==> config.mk <==
export PLATFORM = sky130hd
export DESIGN_NAME = serial_eq_cmp
export DESIGN_NICKNAME = d
export VERILOG_FILES = /design/src/rtl/serial_eq_cmp.sv
export SDC_FILE = /design/constraint.sdc
export NUM_CORES = 1
export LEC_CHECK = 0
export ABC_AREA = 1
export CAP_MARGIN = 20
export CORE_UTILIZATION = 50
export CTS_CLUSTER_SIZE = 28
export DETAILED_ROUTE_END_ITERATION = 6
export PLACE_DENSITY_LB_ADDON = 0.1
export SLEW_MARGIN = 15
export SYNTH_ARGS = -nofsm -noshare
export SYNTH_HDL_FRONTEND = slang
export SYNTH_SLANG_ARGS = --single-unit
==> constraint.sdc <==
create_clock -name clk -period 3.15 [get_ports clk]
set_input_delay 0.315 -clock clk [delete_from_list [all_inputs] [get_ports clk]]
set_output_delay 0.315 -clock clk [all_outputs]
set_load 0.01 [all_outputs]
==> src/rtl/serial_eq_cmp.sv <==
// ---------------------------------------------------------------------------
// serial_eq_cmp
//
// Compares two N-bit operands delivered serially, one x/y bit pair per
// accepted beat, LSB first. After the N-th pair it reports whether the words
// are equal, how many bit positions differ, and the index of the lowest
// differing bit. Results are registered and held until the next word
// completes or reset.
//
// Ports
//   clk        : rising-edge clock
//   rst_n      : asynchronous active-low reset
//   start      : begin a new comparison (sampled only in IDLE)
//   in_valid   : an x/y pair is present this cycle
//   x, y       : serial operand bits, LSB first
//   in_ready   : a pair is accepted this cycle when in_valid is also high
//   busy       : comparison in progress
//   done       : one-cycle pulse, results valid
//   equal      : every pair matched
//   mismatches : number of differing bit positions (0..N)
//   first_diff : lowest differing bit index, 0 when equal
// ---------------------------------------------------------------------------
module serial_eq_cmp #(
  parameter int N = 8
) (
  input  logic                     clk,
  input  logic                     rst_n,
  input  logic                     start,
  input  logic                     in_valid,
  input  logic                     x,
  input  logic                     y,
  output logic                     in_ready,
  output logic                     busy,
  output logic                     done,
  output logic                     equal,
  output logic [$clog2(N+1)-1:0]   mismatches,
  output logic [$clog2(N)-1:0]     first_diff
);

  localparam int CW = $clog2(N + 1);
  localparam int IW = $clog2(N);

  typedef enum logic [1:0] {
    IDLE = 2'd0,
    RUN  = 2'd1,
    DONE = 2'd2
  } state_t;

  state_t          state, state_next;

  // Working registers for the word in flight.
  logic [IW-1:0]   bit_idx;
  logic [CW-1:0]   cnt, cnt_next;
  logic [IW-1:0]   fd, fd_next;
  logic            found, found_next;

  logic            accept;
  logic            last_bit;
  logic            diff;

  assign accept   = in_ready & in_valid;
  assign last_bit = (bit_idx == IW'(N - 1));
  assign diff     = x ^ y;

  // -------------------------------------------------------------------------
  // State register
  // -------------------------------------------------------------------------
  // NOTE: sequential state uses non-blocking assignments so every register
  // samples pre-edge values, independent of statement order.
  always_ff @(posedge clk or negedge rst_n) begin
    if (!rst_n) state <= IDLE;
    else        state <= state_next;
  end

  // -------------------------------------------------------------------------
  // Next-state and status outputs
  // -------------------------------------------------------------------------
  // NOTE: every signal written here gets a default first, so no path leaves
  // it unassigned and no latch is inferred.
  always_comb begin
    state_next = state;
    in_ready   = 1'b0;
    busy       = 1'b0;
    done       = 1'b0;
    unique case (state)
      IDLE: if (start) state_next = RUN;
      RUN: begin
        in_ready = 1'b1;
        busy     = 1'b1;
        if (in_valid && last_bit) state_next = DONE;
      end
      DONE: begin
        done       = 1'b1;
        state_next = IDLE;
      end
      default: state_next = IDLE;
    endcase
  end

  // -------------------------------------------------------------------------
  // Per-pair update of the working count and first-difference capture
  // -------------------------------------------------------------------------
  always_comb begin
    cnt_next   = cnt;
    fd_next    = fd;
    found_next = found;
    if (diff) begin
      // At most N pairs are accepted per word, so the count never exceeds N.
      cnt_next = cnt + CW'(1);
      if (!found) begin
        fd_next    = bit_idx;
        found_next = 1'b1;
      end
    end
  end

  // -------------------------------------------------------------------------
  // Working and result registers
  // -------------------------------------------------------------------------
  always_ff @(posedge clk or negedge rst_n) begin
    if (!rst_n) begin
      bit_idx    <= '0;
      cnt        <= '0;
      fd         <= '0;
      found      <= 1'b0;
      equal      <= 1'b0;
      mismatches <= '0;
      first_diff <= '0;
    end else if (state == IDLE && start) begin
      bit_idx <= '0;
      cnt     <= '0;
      fd      <= '0;
      found   <= 1'b0;
    end else if (accept) begin
      bit_idx <= bit_idx + IW'(1);
      cnt     <= cnt_next;
      fd      <= fd_next;
      found   <= found_next;
      // Results are loaded from the next-values so bit N-1 is included.
      // fd_next stays 0 for an all-matching word, giving first_diff = 0.
      if (last_bit) begin
        equal      <= (cnt_next == '0);
        mismatches <= cnt_next;
        first_diff <= fd_next;
      end
    end
  end

endmodule

==> results of run 1 <==
==> through the flow <==
step / power (mW) / cell area [um2] / utilization
3_5_place_dp: 0.872 / 1220 / 0.621
2_1_floorplan: 0.704 / 1040 / -
3_3_place_gp: 0.854 / 1220 / 0.621
6_report: 0.990 / 1240 / 0.635
4_1_cts: 0.999 / 1240 / 0.635
5_1_grt: 1.07 / 1240 / 0.635
==> Yosys cell counts <==
master / count
nand3_2: 1
a22o_1: 1
o211ai_1: 2
ha_1: 3
o21ai_0: 10
nor2_1: 8
nand3_1: 4
buf_4: 1
inv_1: 16
buf_6: 1
inv_2: 1
nand2_4: 2
o22ai_1: 3
inv_6: 1
a21oi_1: 2
dfrtp_1: 21
nor2_4: 2
nand2_1: 48
==> cell families after synthesis <==
kind of cell               count (synthesis)  synth area share
and+or+nand+nor                           65             0.274
buffers and inverters                     20            0.0876
DFF                                       21             0.504
AOI/OAI and AO/OA                         18            0.0984
adders and majority gates                  3            0.0360
==> worst max-delay path: stages, from the launching register on <==
cell             delay (ns)
dfrtp_1                0.44
nor2_4                 0.17
clkdlybuf4s50_1        0.56
==> registers in the layout (all words and copies together) (netlist names) <==
| signal | count |
|---|---|
| bit_idx | 3 |
| state | 2 |
| fd | 3 |
| cnt | 4 |
| mismatches | 4 |
| equal | 1 |
| found | 1 |
| first_diff | 3 |
==> worst max path at each step <==
stage,startpoint,endpoint
after floorplan,bit_idx[0],equal
after global placement,y,first_diff[1]
after detailed placement,y,first_diff[2]
after CTS,state[1],busy
after global routing,state[1],in_ready
final,state[1],busy
==> layer usage <==
layer / part of all wire / global-route usage
met1: 0.47 / 0.269
met2: 0.50 / 0.321
met3: 0.015 / 0.0226
met4: 0.013 / 0.0667
met5: 0 / 0
==> placed cells by master (no fill, tap or decap) <==
cell type         n
o21ai_0          10
clkdlybuf4s50_1  16
o22ai_1           3
nand3_2           1
a21oi_1           2
nor2_1            8
clkbuf_4          3
a22o_1            1
inv_6             1
inv_2             1
nand2_1          48
ha_1              3
dfrtp_1          21
inv_1            16
nor2_4            2
clkinv_2          1
nand2_4           2
nand3_1           4
o211ai_1          2
==> final cells by class <==
cell class / count / area, um2 / share of cell area
clock inverters: 1 / 5.00 / 0.00402
well taps: 27 / 33.8 / 0.0271
repair buffers: 16 / 160 / 0.129
clock buffers: 3 / 22.5 / 0.0181
flip-flops and latches: 21 / 526 / 0.422
multi-input cells: 86 / 425 / 0.342
inverters: 18 / 72.6 / 0.0583
==> where the power goes <==
part           switching, mW  internal, mW  leakage [nW]  total, mW
logic                  0.232         0.190         0.356      0.421
registers             0.0678         0.371         0.272      0.439
clock network         0.0821        0.0473        0.0177      0.129
total                  0.382         0.609         0.646      0.990
==> key figures, run 1 <==
Run status
  • Status: finished clean

GRT
  • Number of global-route vias before repair: 672
  • First-pass GRT wire length: 3020 um
  • Largest net degree at the start of global routing: 22
  • Grt ovf: 0
  • Total GRT Usage: 0.195
  • Antenna violations before repair: 0

Critical path
  • Critical Path Fanout Max: 4
  • Critical path capture point type: output pin
  • RR Startpoint: bit_idx[0]
  • Startpoint type of the worst setup path: flip-flop
  • R2R cell count: 6
  • R2R Path End: first_diff[1]
  • WP data arrival: 1.47 ns
  • Worst EP required: between 2 and 3 ns
  • Reg2reg setup slack: 1.69 ns
  • Critical path class: reg2out

Timing
  • Worst-Margin Slew: 0.917 ns
  • Final min period: ~1.8 ns
  • Fin. Hold Viols: 0
  • RSZ-0062 raised after global routing: false
  • Final setup vio count: 0
  • Fin crit share: 0.567
  • Layout Skew: 0.00438 ns
  • Rel. slew slack: 0.387
  • Max Clk Rate: 0.560 GHz
  • Max-slew violation count: 0
  • Fin Setup TNS: 0 ns
  • Fin Hold WS: 0.496 ns
  • Worst setup margin: 1.36 ns

Drt
  • DRC: 0
  • Vias/cell: roughly 4.9
  • Final ANT Viol Nets: 0
  • Routed via count: about 850
  • Drt first pass iters: 4
  • Routed wire length: 1960 um
  • Wirelength per Cell: approximately 11 um
  • Initial DRC count: 19

Floorplan
  • Row Count: 16
  • I/O pins: 17
  • Die footprint: around 2300 um2
  • Chip width: about 48 um
  • Core ar.: 1960 um2
  • Die H: between 40 and 50 um
  • Initial Utilization: 0.531

Placed design
  • Global placer's final weighted congestion: 0.804
  • Placed insts: 168
  • I/O Buffers: 16
  • Pre-CTS setup slack: 1.37 ns
  • Final HPWL DP: 1470 um

Clock network
  • Clock Sinks: 21
  • Clock Latency Late Sink: 0.30 ns
  • Clock-pin slew on the worst setup and hold paths: approximately 0.12 ns
  • Num CTS Buffers: 3
  • Resize count post-CTS: 0
  • Setup Fix Bufs, Post-CTS: 0
  • CTS tree: built
  • # hold bufs at CTS: 0
  • Clock root buffer: clkbuf_4
  • H-tree Lvls: 1
  • CTS max path bufs: 2

Flow run
  • Max Cap Viol: 0

Logic synthesis
  • Post-synth top area cell: dfrtp_1
  • Yosys warnings: 0
  • Synthesized instance count: ~130
  • Synth top area cells: dfrtp_1 50%, nand2_1 17%, inv_1 5.8%, o21ai_0 4.8%, ha_1 3.6%
  • Post-synthesis cell area: 1040 um2
  • Post-synth top area share: 0.504
  • Avg Cell Area, Syn: ~8.2 um2
  • Synth cell types: 18
  • Seq/Total Area, Yosys: 0.504
  • Net count after synthesis: 136
  • FF+latch count, synth: 21

Power and ir drop
  • Leak Pwr: 0.646 nW
  • Peak VDD IR: about 0.44 mV
  • Pwr/cell area: 795 nW/um2

Hold path
  • Hold Path Class: reg2reg
  • Hold endpoint: equal
  • Hold path cells: 2
  • Hold_sp: equal

Layout
  • ANT cells: 0
  • Final Non-Filler Cells: 172
  • Number of fill cells: 200
  • Layout cells sized above 1: 0.0759
  • P&R area growth vs syn: 19.4%
  • Final #Nets: 155
No activity file was read; power rests on OpenSTA's default activity.
==> inputs of run 2 (changes only) <==
clock period = 1.7 ns   (was 3.15 ns; I/O delays follow)
==> run 2 against run 1 <==
Against the previous run: first-iteration DRC count is 16% higher; die area stayed put; setup slack worse by 1.3 ns; critical path depth stayed put; critical path type unchanged; sequential power is 85% higher; clock skew is 0.00074 ns higher; via count is 0.24% higher; cell count is 1.2% higher; clock power is 79% higher; sequential share of layout area is 0.59 points lower.
==> key figures, run 2 (synthesis results as in run 1) <==
Floorplan
  • I/O pins: 17 (unchanged)
  • Die H: 47.7 um (unchanged)
  • Chip width: 47.7 um (unchanged)
  • Row Count: 16 (unchanged)
  • Core ar.: 1960 um2 (unchanged)
  • Die footprint: 2270 um2 (unchanged)
  • Initial Utilization: 0.531 (unchanged)

Timing
  • Max-slew violation count: 0 (unchanged)
  • Rel. slew slack: 0.822 (+0.435)
  • Final min period: about 1.6 ns
  • Max Clk Rate: 0.621 GHz
  • Layout Skew: 0.00512 ns (+0.000735 ns)
  • Fin crit share: 0.947
  • Worst-Margin Slew: 0.267 ns (-0.650 ns)
  • Final setup vio count: 0 (unchanged)
  • Fin Setup TNS: 0 ns (unchanged)
  • Fin. Hold Viols: 0 (unchanged)
  • RSZ-0062 raised after global routing: false

Critical path
  • Critical path class: reg2out
  • Critical path capture point type: output pin
  • Max incr delay on CP: 0.55 ns (about the same)
  • CP top delay family: buffers and inverters
  • WP data arrival: 1.44 ns (-0.03 ns)
  • Startpoint type of the worst setup path: flip-flop
  • Worst EP required: 1.53 ns (-1.30 ns)
  • Critical Path Fanout Max: 4 (unchanged)
  • Crit-path slowest cell: clkdlybuf4s50_1
  • Crit-path cells: nor2_4 -> clkdlybuf4s50_1
  • Buf/Inv on CP: 1 (unchanged)

Placed design
  • I/O Buffers: 16 (unchanged)
  • Placed insts: 170 (+1.2%)
  • Final HPWL DP: 1520 um (+3.6%)
  • Global placer's final weighted congestion: 0.813 (+1.1%)

Drt
  • Initial DRC count: 22 (+3)
  • Routed via count: 847 (+0.24%)
  • Wirelength per Cell: 11.5 um (+0.61%)
  • DRC: 0 (unchanged)
  • Routed wire length: 2000 um (+1.8%)
  • Final ANT Viol Nets: 0 (unchanged)
  • Vias/cell: 4.87 (-0.92%)
  • Drt first pass iters: 4 (unchanged)

GRT
  • Met2 GRT Util: 0.323 (+0.00274)
  • Met3 Usage GRT: 0.0226 (unchanged)
  • Grt ovf: 0 (unchanged)
  • Antenna violations before repair: 0 (unchanged)
  • First-pass GRT wire length: 2990 um (-0.93%)
  • Number of global-route vias before repair: 667 (-0.74%)
  • Total GRT Usage: 0.191 (-0.00361)
  • Largest net degree at the start of global routing: 22 (unchanged)
  • Busiest grt layer: met2
  • M1 GR Usage: 0.262 (-0.00668)

Layout
  • P&R area growth vs syn: 21.1%
  • Final #Nets: 157 (+1.3%)
  • Top Registers: cnt (4), mismatches (4)
  • ANT cells: 0 (unchanged)
  • Final Non-Filler Cells: 174 (+1.2%)
  • Most frequent cells in the layout: 48 x nand2_1, 21 x dfrtp_1, 16 x inv_1
  • Most common cell after layout, fill and taps aside: nand2_1
  • Layout cells sized above 1: 0.0884 (+0.0126)

Clock network
  • H-tree Lvls: 1 (unchanged)
  • Clock root buffer: clkbuf_4
  • Clock Sinks: 21 (unchanged)
  • Setup Fix Bufs, Post-CTS: 0 (unchanged)
  • CTS tree: built
  • CTS max path bufs: 2 (unchanged)
  • Clock Latency Late Sink: 0.29 ns (about the same)
  • Clock-pin slew on the worst setup and hold paths: 0.12 ns (about the same)
  • Num CTS Buffers: 3 (unchanged)

Power and ir drop
  • Peak VDD IR: 0.712 mV (+63%)
  • Pwr/cell area: 1460 nW/um2 (+83%)
  • Leak Pwr: 0.674 nW (+4.4%)
  • Total power: 1.84 mW (+86%)

Flow run
  • Max Cap Viol: 0 (unchanged)

Hold path
  • Hold Path Class: in2async

Run status
  • Status: finished clean
==> run 2: cell count changes in the layout (fill, tap and decap cells not counted), sizes merged <==
cell / delta
buf: +2
clkdlybuf4s50: -1
dlymetal6s2s: +1
==> run 2: what timing repair did <==
item	in CTS	in global routing
setup endpoints to repair	0	1
gates resized for setup	0	1
hold buffers	0	0
==> run 2: area by class of cell <==
cell class / instances / area, um2
Tap cell: 27 / 33.8
Clock buffer: 3 / 22.5
Sequential cell: 21 / 526
Multi-Input combinational cell: 86 / 425
Timing Repair Buffer: 18 / 178
Fill cell: 183 / 699
Inverter: 18 / 72.6
Clock inverter: 1 / 5.00
==> run 2: per-layer routing <==
| layer | vias to the layer above | routed length [um] |
|---|---|---|
| li1 | 438 | - |
| met1 | 400 | 921 |
| met2 | 7 | 1020 |
| met3 | 2 | 40 |
| met4 | 0 | 14 |
| met5 | - | 0 |
==> run 2: worst paths after layout <==
path	cells after the start	endpoint	slack, ns	start
worst max-delay path	2	busy	0.09	state[1]
worst min-delay path	2	equal	0.20	rst_n
worst max register to register	6	first_diff[1]	0.23	bit_idx[0]
worst min register to register	2	mismatches[3]	0.50	mismatches[3]
max in group asynchronous	2	bit_idx[2]	1.28	rst_n
min in group clk	2	found	0.46	start
==> run 2: through the flow <==
step	hold WS [ns]	utilization	instance area, um2	setup WS [ns]
floorplan	-0.126	-	1040	0.464
global placement	0.467	0.628	1230	0.160
detailed placement	0.466	0.628	1230	0.0933
CTS	0.205	0.642	1260	0.0729
global route	0.246	0.643	1260	0.0269
finish	0.201	0.643	1260	0.0900
==> run 2: where the power goes <==
group | internal, mW | leakage, nW | switching [mW]
clock network | 0.0874 | 0.0177 | 0.144
registers | 0.688 | 0.272 | 0.124
logic | 0.362 | 0.385 | 0.435
total | 1.14 | 0.674 | 0.702
==> inputs of run 3 (changes only) <==
CAP_MARGIN = default   (was 20)
==> results of run 3 <==
The final DEF is identical to that of run 2; final timing and power are the same.
